<file path="config.mk">
export PLATFORM = sky130hd
export DESIGN_NAME = term_accumulator_flat
export DESIGN_NICKNAME = d
export VERILOG_FILES = /design/src/rtl/term_accumulator_if.sv /design/src/rtl/term_accumulator.sv /design/src/flat_wrapper.sv
export SDC_FILE = /design/constraint.sdc
export NUM_CORES = 1
export LEC_CHECK = 0
export BUFFER_PORTS_ARGS = -buffer_cell sky130_fd_sc_hd__buf_2
export CAP_MARGIN = 40
export CELL_PAD_IN_SITES_DETAIL_PLACEMENT = 1
export CELL_PAD_IN_SITES_GLOBAL_PLACEMENT = 2
export CORE_UTILIZATION = 32
export DETAILED_ROUTE_END_ITERATION = 7
export GPL_TIMING_DRIVEN = 1
export PLACE_DENSITY = 0.9
export SYNTH_ARGS = -nofsm -noshare
export SYNTH_HDL_FRONTEND = slang
export SYNTH_SLANG_ARGS = --single-unit
</file>
<file path="constraint.sdc">
create_clock -name clk -period 2.62 [get_ports clk]
set_input_delay 0.393 -clock clk [delete_from_list [all_inputs] [get_ports clk]]
set_output_delay 0.393 -clock clk [all_outputs]
set_load 0.01 [all_outputs]
</file>
<file path="src/rtl/term_accumulator_if.sv">
// term_accumulator_if: start/select/term/result handshake bundle between the term accumulator and its neighbours.
interface term_accumulator_if #(
    parameter int SIZE = 16
);
    logic            start;
    logic [2:0]      sel;
    logic [SIZE-1:0] term_in;
    logic            busy;
    logic [SIZE-1:0] result;
    logic            result_valid;
    logic            result_ack;
    logic            overflow;
    modport master (
        output start, term_in, result_ack,
        input  sel, busy, result, result_valid, overflow
    );
    modport slave (
        input  start, term_in, result_ack,
        output sel, busy, result, result_valid, overflow
    );
endinterface

</file>
<file path="src/rtl/term_accumulator.sv">
// term_accumulator: steps the operand mux select over NUM_TERMS terms and sums them into a signed result with valid/ack.
// Define TERM_ACC_SAT_EN to clamp on signed overflow instead of wrapping.
module term_accumulator #(
    parameter int SIZE      = 16,
    parameter int NUM_TERMS = 8
) (
    input logic               clk,
    input logic               rst_n,
    term_accumulator_if.slave bus
);
    typedef enum logic [1:0] {IDLE, ACCUM, DONE} state_t;
    localparam logic [2:0] LAST = 3'(NUM_TERMS - 1);
    state_t          r_state;
    logic [2:0]      r_sel;
    logic [SIZE-1:0] r_acc;
    logic            r_valid;
    logic            r_busy;
    logic            r_ovf;
    logic [SIZE-1:0] w_sum;
    logic [SIZE-1:0] w_next;
    logic            w_ovf;
    always_comb begin
        w_sum = r_acc + bus.term_in;
        w_ovf = (r_acc[SIZE-1] == bus.term_in[SIZE-1]) && (w_sum[SIZE-1] != r_acc[SIZE-1]);
`ifdef TERM_ACC_SAT_EN
        w_next = w_ovf ? (r_acc[SIZE-1] ? {1'b1, {(SIZE-1){1'b0}}} : {1'b0, {(SIZE-1){1'b1}}}) : w_sum;
`else
        w_next = w_sum;
`endif
    end
    // DONE spends one cycle raising valid, so ack is only honoured once valid is visible
    always_ff @(posedge clk or negedge rst_n) begin
        if (!rst_n) begin
            r_state <= IDLE;
            r_sel   <= '0;
            r_acc   <= '0;
            r_valid <= 1'b0;
            r_busy  <= 1'b0;
            r_ovf   <= 1'b0;
        end else begin
            case (r_state)
                IDLE: if (bus.start) begin
                    r_state <= ACCUM;
                    r_sel   <= '0;
                    r_acc   <= '0;
                    r_ovf   <= 1'b0;
                    r_busy  <= 1'b1;
                end
                ACCUM: begin
                    r_acc   <= w_next;
                    r_ovf   <= r_ovf | w_ovf;
                    r_sel   <= (r_sel == LAST) ? 3'd0 : r_sel + 3'd1;
                    r_state <= (r_sel == LAST) ? DONE : ACCUM;
                end
                DONE: if (!r_valid) begin
                    r_valid <= 1'b1;
                end else if (bus.result_ack) begin
                    r_valid <= 1'b0;
                    r_busy  <= 1'b0;
                    r_state <= IDLE;
                end
                default: r_state <= IDLE;
            endcase
        end
    end
    assign bus.sel          = r_sel;
    assign bus.result       = r_acc;
    assign bus.result_valid = r_valid;
    assign bus.busy         = r_busy;
    assign bus.overflow     = r_ovf;
endmodule

</file>
<file path="src/flat_wrapper.sv">
// flat-port wrapper written by rule: the top's interface ports become plain ports
module term_accumulator_flat 
#(
    parameter int SIZE      = 16,
    parameter int NUM_TERMS = 8
)
  (clk, rst_n, bus_start, bus_term_in, bus_result_ack, bus_sel, bus_busy, bus_result, bus_result_valid, bus_overflow);
  term_accumulator_if #(.SIZE(SIZE)) bus_i ();
  input logic clk;
  input logic rst_n;
  input wire logic [$bits(bus_i.start)-1:0] bus_start;
  input wire logic [$bits(bus_i.term_in)-1:0] bus_term_in;
  input wire logic [$bits(bus_i.result_ack)-1:0] bus_result_ack;
  output wire logic [$bits(bus_i.sel)-1:0] bus_sel;
  output wire logic [$bits(bus_i.busy)-1:0] bus_busy;
  output wire logic [$bits(bus_i.result)-1:0] bus_result;
  output wire logic [$bits(bus_i.result_valid)-1:0] bus_result_valid;
  output wire logic [$bits(bus_i.overflow)-1:0] bus_overflow;
  assign bus_i.start = bus_start;
  assign bus_i.term_in = bus_term_in;
  assign bus_i.result_ack = bus_result_ack;
  assign bus_sel = bus_i.sel;
  assign bus_busy = bus_i.busy;
  assign bus_result = bus_i.result;
  assign bus_result_valid = bus_i.result_valid;
  assign bus_overflow = bus_i.overflow;
  term_accumulator #(.SIZE(SIZE), .NUM_TERMS(NUM_TERMS)) u_core (.clk(clk), .rst_n(rst_n), .bus(bus_i));
endmodule
</file>
==> results by group <==
Detailed routing
  • Iteration count of the initial detailed-routing pass: 4
  • Via/cell ratio: between 5 and 6
  • Iteration-0 DRC Markers: 90
  • DRC errors left: 0
  • Routed WL per cell: about 15 um
  • DR vias: about 1500
  • DRT antenna net count: 0
  • Total Wirelength: 4495 um

GRT
  • Global-route wire length before repair: roughly 7400 um
  • Largest net degree at the start of global routing: 25
  • Vias in the first global route: 1569
  • Initial antenna violation count: 0
  • GR Util All Layers: 17.21%
  • Total gr overflow: 0

Pwr
  • Sw Share: 45.21%
  • Switch Pwr: between 1 and 1.5 mW
  • Pwr dens: ~1300 nW/um^2
  • Gate power share: 62.5%
  • Flop pwr share: about a quarter
  • Total power: 2.809 mW
  • Leak: between 0.9 and 1 nW
  • Clock share of power: a little under an eighth
  • Internal: 1.539 mW
  • Max IR drop VDD: around 0.48 mV

Min path
  • Hold WC Path Type: input pin to async pin

Timing
  • Final WS setup: about 0.27 ns
  • RSZ-0062 raised after global routing: no
  • Final hold violations: 0
  • Slew @ Worst Pin: between 0.7 and 0.8 ns
  • Slew headroom: 48.61%
  • Slew Viols, Final: 0
  • Tcrit/Tclk final: just under 90%
  • Final setup TNS: 0 ns
  • F_max: about 0.43 GHz
  • Final setup violation count: 0
  • Final setup skew: between 0.004 and 0.005 ns
  • Final Critical Period: ~2.3 ns

Final layout
  • Layout cells sized above 1: approximately a quarter
  • Nets@finish: between 200 and 300
  • Most frequent cells in the layout: buf_2 (41), nand2_1 (24), dfrtp_1 (24)
  • Layout area overhead: 19.70%
  • Antenna diode count: 0
  • Most common cell after layout, fill and taps aside: buf_2

Yosys
  • Async SR Flop Fraction: 100.0%
  • Mean Syn Cell Area: 9.242 um^2
  • Mapped Cells: approximately 190
  • Synth Cell Area: approximately 1700 um^2
  • Ys flop type: dfrtp_1
  • Cell variety after synth: 45
  • Number of synthesized register bits: 24
  • Sequential area share after synthesis: between 30% and 40%
  • Synth Net Count: between 200 and 250
  • Yosys warns: 0
  • Post-synth EDFFs: 0

Clock tree
  • Inserted Clock Buffers: 3
  • Clk slew on worst S/H paths: 0.09 ns
  • CTS Buffer Depth: 2
  • CTS Sinks: 24
  • PostCTS Resize Cnt: 0
  • Clock Tree Root: clkbuf_8
  • TritonCTS clock tree: yes
  • Post-CTS Setup Inserts: 0
  • Worst skew pair latency: ~0.27 ns
  • H-tree depth: 1
  • Post-CTS Hold Buffers: 0

Placement
  • RePlAce Congestion: 0.8504
  • DP Wirelength: approximately 3400 um
  • Port bufs: 41
  • Setup WS pre-CTS: about 0.24 ns

Run status
  • Status: finished, final reports clean

Floorplanning
  • Die Y: approximately 76 um
  • Die Wd: 75.88 um
  • Core area: 5172 um^2
  • Cell row count: 26
  • Initial core utilization: between 30% and 40%
  • Die area: roughly 5800 um^2
  • IO Count: 42

Setup path
  • WS Path Type: register to register
  • Worst Path Required: 2.78 ns
  • Crit path max-delay cell type: dfrtp_1
  • Crit. End Element: register
  • CP Cell Sequence: ha_1 > a21oi_1 > inv_1 > a211oi_1 > o21ai_1 > and4b_1 > or3_1
  • Critical path peak fanout: 5
  • Crit path launch type: register
  • CP peak stage delay: between 0.4 and 0.5 ns
  • Crit path max-delay family: compound AO/OA/AOI/OAI gates
  • Worst endpoint data arrival time: approximately 2.5 ns
  • Critical path buffers and inverters: 1

Flow run
  • Max-Cap Viols: 0
## through the flow
step / std cells / area, um^2 / hold slack, ns / util [%]
2_1_floorplan: 189 / 1747 / 0.09741 / -
3_3_place_gp: 293 / 2019 / 0.4170 / 39.04
3_5_place_dp: 293 / 2019 / 0.4283 / 39.04
4_1_cts: 297 / 2091 / 0.1213 / 40.42
5_1_grt: 297 / 2091 / 0.1488 / 40.42
6_report: 297 / 2091 / 0.1056 / 40.42
## kinds of logic after synthesis
kind of cell               Yosys count  share of synthesized area, %
AOI/OAI and AO/OA                   65                         26.72
xor gates and xnor gates             9                         4.513
adders and majority gates           18                         13.32
buffers and inverters               19                         4.369
DFF                                 24                         34.38
muxes                                3                         1.719
and+or+nand+nor                     51                         14.97
## worst paths after layout
| check | from | endpoint | slack (ns) | cells after the start |
|---|---|---|---|---|
| setup / recovery | u_core.bus.result[7] | u_core.bus.result[12] | 0.27 | 7 |
| hold / removal | rst_n | u_core.bus.result[2] | 0.11 | 1 |
| setup reg to reg | u_core.bus.result[7] | u_core.bus.result[12] | 0.27 | 7 |
| hold reg to reg | u_core.bus.result[9] | u_core.bus.result[9] | 0.51 | 2 |
| max in group asynchronous | rst_n | u_core.bus.result[15] | 2.13 | 1 |
| min in group clk | bus_start | u_core.r_state[0] | 0.41 | 3 |
## worst register-to-register path, delay by kind of cell, from the launching register on
kind | cells | cell delay, ns
flip-flops | 1 | 0.43
AND/OR/NAND/NOR | 2 | 0.59
buffers and inverters | 1 | 0.09
AO/OA/AOI/OAI | 3 | 0.76
adder cells (fa/ha/maj) | 1 | 0.38
## flip-flops by register name (all words and copies together) (netlist names)
register and flops:
u_core.bus.result 16, u_core.bus.sel 3, u_core.r_state 2, u_core.bus.busy 1, u_core.bus.overflow 1, u_core.bus.result_valid 1
## routing by layer
layer  vias to the layer above  GRT usage, %  part of all wire (%)
met1                       738         22.02                    48
met2                        32         30.38                    49
met4                         0         3.704                  0.65
met5                         -             0                     0
li1                        768             -                     -
met3                         2         2.778                   3.0
## cell usage after synthesis, drive strengths merged (3+ instances only)
library cell	n	area [um^2]
o21ai	19	98.84
o31ai	3	22.52
xor2	3	26.28
nor2	3	11.26
a22o	4	35.03
a21oi	13	76.33
nand3	3	15.01
mux2i	3	30.03
nor3b	3	22.52
buf	5	23.77
nand2	24	90.09
clkbuf	5	18.77
a21o	6	45.04
xnor2	6	52.55
o211ai	3	22.52
a32o	3	30.03
ha	17	212.7
nand2b	4	25.02
inv	9	33.78
dfrtp	24	600.6
## cell type report
class	count	area (um^2)
Multi-Input combinational cell	146	1070
Sequential cell	24	600.6
Timing Repair Buffer	44	227.7
Inverter	9	33.78
Clock buffer	3	41.29
Clock inverter	1	30.03
Fill cell	628	3082
Tap cell	70	87.58
## power by group through the flow
stage	logic [mW]	clock network, mW	registers (mW)
2_1_floorplan	1.19	0	0.779
3_3_place_gp	1.72	0	0.725
3_5_place_dp	1.76	0	0.732
4_1_cts	1.77	0.349	0.724
5_1_grt	1.98	0.361	0.752
6_report	1.76	0.333	0.720
Power figures use the tool's default switching activity.
